### src/rtl/wbuf_pkg.sv
// Shared types and helpers for the MEM-stage writeback buffer.
// An entry holds one dirty word keyed by its 30-bit word address.
package wbuf_pkg;

  localparam int WORD_LSB = 2;

  typedef struct packed {
    logic        valid;
    logic [29:0] waddr;
    logic [31:0] data;
  } wbuf_entry_t;

  // Byte address to word address; the byte offset is irrelevant to the buffer.
  function automatic logic [29:0] word_addr(input logic [31:0] addr);
    return addr[31:WORD_LSB];
  endfunction

endpackage

### src/rtl/wbuf_match.sv
// Parallel comparison of one word address against every buffer entry.
// Produces one match bit per valid entry holding that word.
module wbuf_match #(
  parameter int DEPTH = 4
) (
  input  logic [29:0]         i_key,
  input  logic [DEPTH-1:0]    i_valid,
  input  logic [DEPTH*30-1:0] i_waddrs,
  output logic [DEPTH-1:0]    o_match
);

  // Per-entry compare, qualified by the entry valid bit
  always_comb begin
    o_match = '0;
    for (int i = 0; i < DEPTH; i++) begin
      o_match[i] = i_valid[i] && (i_waddrs[i*30 +: 30] == i_key);
    end
  end

endmodule

### src/rtl/writeback_buffer.sv
// Word-granular write buffer between the cache and data memory: absorbs and
// coalesces dirty-word evictions, drains them in order, and forwards to refills.
module writeback_buffer
  import wbuf_pkg::*;
#(
  parameter int DEPTH = 4,
  parameter int CNT_W = $clog2(DEPTH) + 1
) (
  input  logic             clk,
  input  logic             rst,
  input  logic             wb_valid,
  input  logic [31:0]      wb_addr,
  input  logic [31:0]      wb_data,
  output logic             wb_ready,
  input  logic             fetch,
  input  logic [31:0]      fetch_addr,
  output logic             fetch_hit,
  output logic [31:0]      fetch_data,
  output logic             mem_we,
  output logic [31:0]      mem_addr,
  output logic [31:0]      mem_wd,
  input  logic             mem_ready,
  output logic [CNT_W-1:0] occupancy
);

  localparam int PTR_W = $clog2(DEPTH);

  wbuf_entry_t      r_entries [DEPTH];
  logic [PTR_W-1:0] r_head;
  logic [PTR_W-1:0] r_tail;
  logic [CNT_W-1:0] r_count;

  logic             w_full;
  logic             w_empty;
  logic             w_deq;
  logic             w_acc;
  logic             w_coalesce;
  logic             w_alloc;
  logic [PTR_W-1:0] w_co_idx;
  logic [29:0]      w_wb_word;
  logic [29:0]      w_fe_word;
  logic [DEPTH-1:0]    w_valid_vec;
  logic [DEPTH*30-1:0] w_waddrs;
  logic [DEPTH-1:0]    w_head_oh;
  logic [DEPTH-1:0]    w_co_match;
  logic [DEPTH-1:0]    w_co_eff;
  logic [DEPTH-1:0]    w_fe_match;
  logic [DEPTH-1:0]    w_fe_pref;
  logic [DEPTH-1:0]    w_fe_sel;
  logic [31:0]      w_fe_entry_data;
  logic             w_wb_fwd;

  assign w_full    = (r_count == CNT_W'(DEPTH));
  assign w_empty   = (r_count == {CNT_W{1'b0}});
  assign w_wb_word = word_addr(wb_addr);
  assign w_fe_word = word_addr(fetch_addr);
  assign w_head_oh = {{(DEPTH-1){1'b0}}, 1'b1} << r_head;

  assign wb_ready  = !w_full;
  assign mem_we    = !w_empty;
  assign mem_addr  = w_empty ? 32'h0 : {r_entries[r_head].waddr, 2'b00};
  assign mem_wd    = w_empty ? 32'h0 : r_entries[r_head].data;
  assign occupancy = r_count;

  assign w_deq     = mem_we && mem_ready;
  assign w_acc     = wb_valid && wb_ready;

  // Flatten entry keys for the two match units
  always_comb begin
    w_valid_vec = '0;
    w_waddrs    = '0;
    for (int i = 0; i < DEPTH; i++) begin
      w_valid_vec[i]         = r_entries[i].valid;
      w_waddrs[i*30 +: 30]   = r_entries[i].waddr;
    end
  end

  wbuf_match #(.DEPTH(DEPTH)) u_match_coalesce (
    .i_key    (w_wb_word),
    .i_valid  (w_valid_vec),
    .i_waddrs (w_waddrs),
    .o_match  (w_co_match)
  );

  wbuf_match #(.DEPTH(DEPTH)) u_match_fetch (
    .i_key    (w_fe_word),
    .i_valid  (w_valid_vec),
    .i_waddrs (w_waddrs),
    .o_match  (w_fe_match)
  );

  // A head leaving this edge cannot absorb new data; the word gets a fresh entry
  assign w_co_eff   = w_co_match & ~(w_deq ? w_head_oh : {DEPTH{1'b0}});
  assign w_coalesce = |w_co_eff;
  assign w_alloc    = w_acc && !w_coalesce;

  // Encode the (unique) coalescing entry
  always_comb begin
    w_co_idx = '0;
    for (int i = 0; i < DEPTH; i++) begin
      w_co_idx = w_co_eff[i] ? PTR_W'(i) : w_co_idx;
    end
  end

  // Newer entries win over the head when both hold the refill word
  assign w_fe_pref = w_fe_match & ~w_head_oh;
  assign w_fe_sel  = (|w_fe_pref) ? w_fe_pref : w_fe_match;
  assign w_wb_fwd  = wb_valid && (w_wb_word == w_fe_word);

  // Select forwarded entry data
  always_comb begin
    w_fe_entry_data = 32'h0;
    for (int i = 0; i < DEPTH; i++) begin
      w_fe_entry_data = w_fe_entry_data | (w_fe_sel[i] ? r_entries[i].data : 32'h0);
    end
  end

  // Refill lookup: in-flight writeback first, then buffered entries
  always_comb begin
    fetch_hit  = 1'b0;
    fetch_data = 32'h0;
    if (!fetch) begin
      fetch_hit  = 1'b0;
      fetch_data = 32'h0;
    end else if (w_wb_fwd) begin
      fetch_hit  = 1'b1;
      fetch_data = wb_data;
    end else if (|w_fe_match) begin
      fetch_hit  = 1'b1;
      fetch_data = w_fe_entry_data;
    end else begin
      fetch_hit  = 1'b0;
      fetch_data = 32'h0;
    end
  end

  // Buffer state: drain at head, allocate at tail or coalesce in place
  always_ff @(posedge clk) begin
    if (rst) begin
      for (int i = 0; i < DEPTH; i++) begin
        r_entries[i] <= '0;
      end
      r_head  <= '0;
      r_tail  <= '0;
      r_count <= '0;
    end else begin
      if (w_deq) begin
        r_entries[r_head].valid <= 1'b0;
        r_head                  <= r_head + PTR_W'(1);
      end
      if (w_acc && w_coalesce) begin
        r_entries[w_co_idx].data <= wb_data;
      end else if (w_alloc) begin
        r_entries[r_tail] <= '{valid: 1'b1, waddr: w_wb_word, data: wb_data};
        r_tail            <= r_tail + PTR_W'(1);
      end
      r_count <= r_count + CNT_W'(w_alloc) - CNT_W'(w_deq);
    end
  end

endmodule

### config.mk
export PLATFORM = sky130hd
export DESIGN_NAME = writeback_buffer
export DESIGN_NICKNAME = d
export VERILOG_FILES = /design/src/rtl/wbuf_pkg.sv /design/src/rtl/wbuf_match.sv /design/src/rtl/writeback_buffer.sv
export SDC_FILE = /design/constraint.sdc
export NUM_CORES = 1
export LEC_CHECK = 0
export BUFFER_PORTS_ARGS = -buffer_cell sky130_fd_sc_hd__buf_4
export CAP_MARGIN = 15
export CORE_UTILIZATION = 40
export CTS_CLUSTER_SIZE = 12
export DETAILED_ROUTE_END_ITERATION = 12
export MAX_ROUTING_LAYER = met4
export PLACE_DENSITY = 0.57
export SLEW_MARGIN = 25
export SYNTH_ARGS = -nofsm -noshare
export SYNTH_HDL_FRONTEND = slang
export SYNTH_SLANG_ARGS = --single-unit
### constraint.sdc
create_clock -name clk -period 5.4 [get_ports clk]
set_clock_uncertainty 0.1 [all_clocks]
set_input_delay 0.81 -clock clk [delete_from_list [all_inputs] [get_ports clk]]
set_output_delay 0.81 -clock clk [all_outputs]
set_load 0.01 [all_outputs]
== After elaboration in Yosys (flattened, before gate mapping) ==
Memories as Yosys holds them, arrays and structs flattened. A register that Yosys moved wholly into a read port is not among the register bits.
Index checks and enable logic that the tools add are counted.
Storage, ports and cells
  register bits: 7
  bits in writable memories: 252
  input port bits: 101
  output and inout bits: 102
  logic and storage cells: 91
  memories: 1
Memory list
  r_entries: depth 4, width 63, read ports 5, clocked after Yosys merged registers in 1, write ports 4, RTL line writeback_buffer.sv:28  | wbuf_entry_t r_entries [DEPTH];
Cells by class
  add/sub/neg operators: 4
  equal/unequal tests: 10
  shifts and indexed selects: 1
  muxes and demuxes: 40
  bitwise operators: 8
  reduce and logical (&&, ||, !) cells: 24
Operators by type and width (count)
  $mux 32: 9
  $eq 30x30->1: 9
  $mux 63: 3
  $reduce_or 63->1: 3
  $or 32x32->32: 3
  $mux 2: 10
  $mux 1: 16
  $logic_and 1x1->1: 13
  $reduce_or 4->1: 3
  $and 4x4->4: 2
  $mux 4: 2
  $not 4->4: 2
  $add 2x1->2 const B: 2
  $shl 1x2->4 const A: 1
  $add 3x1->3: 1
  $eq 3x3->1 const B: 1
  $logic_not 1->1: 3
  $logic_not 3->1: 1
  $sub 3x1->3: 1
  $reduce_and 2->1: 1
  $not 1->1: 1

== Logic depth before layout (Yosys ltp) ==
  depth in word-level cells: 15
  depth in mapped cells: 15
  depth with buffers taken out: 15

== Modules after synthesis ==
A second synthesis with hierarchy kept.
Unflattened totals
  cells, all modules: 1394
  area total of the unflattened synthesis: 16674.7 µm²
By module, submodules not included
  writeback_buffer: times used 1, cells an instance 1042, area an instance 13721.9 µm², sequential area each 7747.4 µm²
  wbuf_match: times used 2, cells an instance 176, area an instance 1476.4 µm², sequential area each 0.0 µm²

== Worst setup path before layout ==
Ideal clock, no wire load.
  kind: input -> register
  start point: in wb_addr[6]
  end point: mem r_entries[0][0] (netlist name) (enable)
  library setup time: 0.428 ns
  arrival: 4.288 ns
  data required time: 4.872 ns
  slack: 0.584 ns
  stages: 10
  buffers on the path: 3
  cell sequence: buf_2 -> xnor2_1 -> nand4_1 -> or4_1 -> or4_1 -> a21oi_2 -> o21ai_2 -> buf_6 -> buf_6 -> o21bai_1
RTL lines
  start: declaration: RTL line writeback_buffer.sv:12  | input logic [31:0] wb_addr,
  end: declaration: RTL line writeback_buffer.sv:28

==> flow_metrics.env <==
export IMPL_die_area_sq_um=42100
export IMPL_grt_pass1_wl_um=91900
export IMPL_final_area_sq_um=19400
export IMPL_place_port_buffers=196
export IMPL_hold_depth=2
export IMPL_initial_core_util_pct=40.5
export IMPL_rr_worst_depth=8
export IMPL_diodes=0
export IMPL_antenna_left=0
export IMPL_die_y_um=205
export IMPL_pwr_density_cell_nw_per_um2=342
export IMPL_ys_seq_elements=261
export IMPL_p_comb_share_pct=29.2
export IMPL_switching_share_pct=33.1
export IMPL_synth_mux_area_share_pct=8.51
export IMPL_ys_types=50
export IMPL_nets=1711
export IMPL_hold_end="r_tail[0]$_SDFFE_PP0N_"
export IMPL_gp_congestion=1.02
export IMPL_hold_class="flip-flop to flip-flop"
export IMPL_ios=203
export IMPL_drtIter0Drc=1550
export IMPL_layout_cells_non_filler=2158
export IMPL_clock_latency_ns=0.59
export IMPL_synth_top_family_by_area="simple AND/OR/NAND/NOR gates"
export IMPL_netlist_area_sq_um=16500
export IMPL_vias_per_cell=6.20
export IMPL_core_sq_um=40800
export IMPL_crit_type="flip-flop to output port"
export IMPL_cts_sinks=261
export IMPL_htreeDepth=1
export IMPL_rr_startpoint="r_entries[0][33]$_SDFFCE_PN0P_"
export IMPL_synth_compound_area_share_pct=2.98
export IMPL_seq_area_frac_synth_pct=46.9
export IMPL_rsz0062_at_grt="no"
export IMPL_utilization_pct=47.5
export IMPL_placed_area_sq_um=18400
export IMPL_cts_path_max_buffers=3
export IMPL_grt_max_degree=65
export IMPL_grt_util_all_layers_pct=31.4
export IMPL_numCtsBuffers=30
export IMPL_cts_resized_gates=0
export IMPL_status="complete, no violations"
export IMPL_drive_above_1_share_pct=23.1
export IMPL_drtPass1Iterations=7
export IMPL_post_synth_top_count_cell="edfxtp_1"
export IMPL_synth_warnings=0
export IMPL_synthCells=1506
export IMPL_r2r_end="r_entries[1][15]$_SDFFCE_PN0P_"
export IMPL_internal_power_mw=4.44
export IMPL_maxCapViolCount=0
export IMPL_fillers=3789
export IMPL_placed_cells=2103
export IMPL_cts_clk_slew_worst_paths_ns=0.06
export IMPL_multiInputGateArea_sq_um=7960
export IMPL_synth_edff_count=252
export IMPL_yosysTopAreaCell="edfxtp_1"
export IMPL_power_switching_mw=2.20
export IMPL_hold_viol=0
export IMPL_timing_slew_headroom_pct=30.6
export IMPL_crit_arrival_ns=4.01
export IMPL_crit_path_max_fanout=32
export IMPL_post_cts_buffers=0
export IMPL_worstPathRequired_ns=4.49
export IMPL_p_leak_nw=6.99
export IMPL_worstSetupStartpointType="flip-flop"
export IMPL_vias=13375
export IMPL_synth_xor_area_share_pct=14.4
export IMPL_fin_crit_sh_pct=91.1
export IMPL_cp_end_kind="output port"
export IMPL_hold_start="r_tail[0]$_SDFFE_PP0N_"
export IMPL_synth_area_top_cells="edfxtp_1 (46%), mux4_2 (8.4%), xnor2_1 (7.4%)"
export IMPL_tns_ns=0
export IMPL_ys_flop_type="edfxtp_1"
export IMPL_drc=0
export IMPL_dp_hpwl_um=44700
export IMPL_finalSetupViolCount=0
export IMPL_routedWlPerCell_um=29.9
export IMPL_syn_to_final_growth_pct=17.3
export IMPL_p_seq_share_pct=40.2
export IMPL_synth_adder_area_share_pct=0.575
export IMPL_synthTopCellsByCount="edfxtp_1 (252), nor3_1 (221), nand4_1 (141), xnor2_1 (140), xor2_1 (132)"
export IMPL_maxSlewViolCount=0
export IMPL_antenna_found_initial=1
export IMPL_area_sequential_sq_um=7750
export IMPL_clkPwrFrac_pct=30.6
export IMPL_r2r_slack_ns=1.27
export IMPL_ir_drop_uv=254
export IMPL_timing_hold_ws_ns=0.419
export IMPL_max_freq_mhz=203
export IMPL_avgSynthCellArea_sq_um=11.0
export IMPL_clock_root_buffer="clkbuf_16"
export IMPL_die_x_um=205
export IMPL_grt_overflow=0
export IMPL_grt_pass1_vias=12844
export IMPL_async_reset_ff_share_pct=0
export IMPL_synth_simple_area_share_pct=20.6
export IMPL_cts_hold_buf=0
export IMPL_rows=74
export IMPL_totalWireLength_um=64600
export IMPL_yosys_area_top_type_share_pct=45.8
export IMPL_tightest_slew_ns=1.04
export IMPL_layout_min_cycle_time_ns=4.92
export IMPL_cts_tree="built"
cells by family after synthesis:
logic type | count (synthesis)
AOI/OAI and AO/OA | 60
xor gates and xnor gates | 272
and+or+nand+nor | 601
adders and majority gates | 7
other | 1
DFF | 261
buffers and inverters | 241
muxes | 63
metrics by stage:
step | setup slack (ns) | total power [mW]
after floorplan | 0.584 | 3.75
after global placement | 0.842 | 4.63
after detailed placement | 0.837 | 4.64
after CTS | 0.565 | 6.66
after global routing | 0.484 | 6.87
final | 0.479 | 6.64
how the worst max path moves through the flow:
stage / slack [ns] / endpoint / from
floorplan: 0.58 / r_entries[0][0]$_SDFFCE_PN0P_ / wb_addr[6]
global placement: 0.84 / fetch_data[17] / fetch_addr[12]
detailed placement: 0.84 / fetch_data[17] / fetch_addr[12]
CTS: 0.57 / fetch_data[29] / r_entries[3][42]$_SDFFCE_PN0P_
global route: 0.48 / fetch_data[29] / r_entries[3][42]$_SDFFCE_PN0P_
finish: 0.48 / fetch_data[29] / r_entries[3][42]$_SDFFCE_PN0P_
layout by cell type (no fill, tap or decap), types with 4 or more instances in the layout:
cell       instances
a32oi_1           32
and2_1            96
buf_4            237
clkbuf_1           8
clkbuf_16         30
clkbuf_8           4
clkinv_1           6
dfxtp_1            7
edfxtp_1         252
ha_1               6
inv_1             66
mux4_2            62
nand2_1           11
nand3_1           36
nand4_1          141
nor2_1            19
nor3_1           221
nor3_2             6
nor4_1            38
o21bai_4           5
o31ai_4            4
or2_2              4
or4_1              9
xnor2_1          140
xor2_1           132
power by group through the flow:
stage	sequential, mW	clock (mW)	combinational [mW]
floorplan	2.56	0	1.19
global placement	2.70	0	1.93
detailed placement	2.71	0	1.93
CTS	2.67	2.05	1.94
global route	2.69	2.13	2.05
finish	2.67	2.04	1.94
critical path, stage by stage (launching register included):
cell and delay (ns):
edfxtp_1 0.47, xnor2_1 0.53, nand4_1 0.30, or4_1 0.66, nor3_1 0.21, buf_4 0.19, o31ai_4 0.05, buf_4 0.28
a32oi_1 0.30, nand4_1 0.18, buf_4 0.19
sequential cells by signal, indices dropped and copies added (netlist names), named ones only:
| register | cells |
|---|---|
| r_head | 2 |
| r_entries | 252 |
| r_tail | 2 |
| occupancy | 3 |
routing by layer:
layer	GRT usage [%]	wire [um]
met1	45.2	28300
met2	48.4	29900
met3	3.44	5290
met4	5.50	1130
met5	-	0
layout make-up:
type	count	share of cell area [%]
clock inverter	13	0.658
timing repair buffer	238	9.28
inverter	67	1.30
clock buffer	42	4.31
sequential	261	40.0
tap	532	3.43
multi-input combinational	1005	41.0
Note: power is estimated with default switching activity, not from simulation.
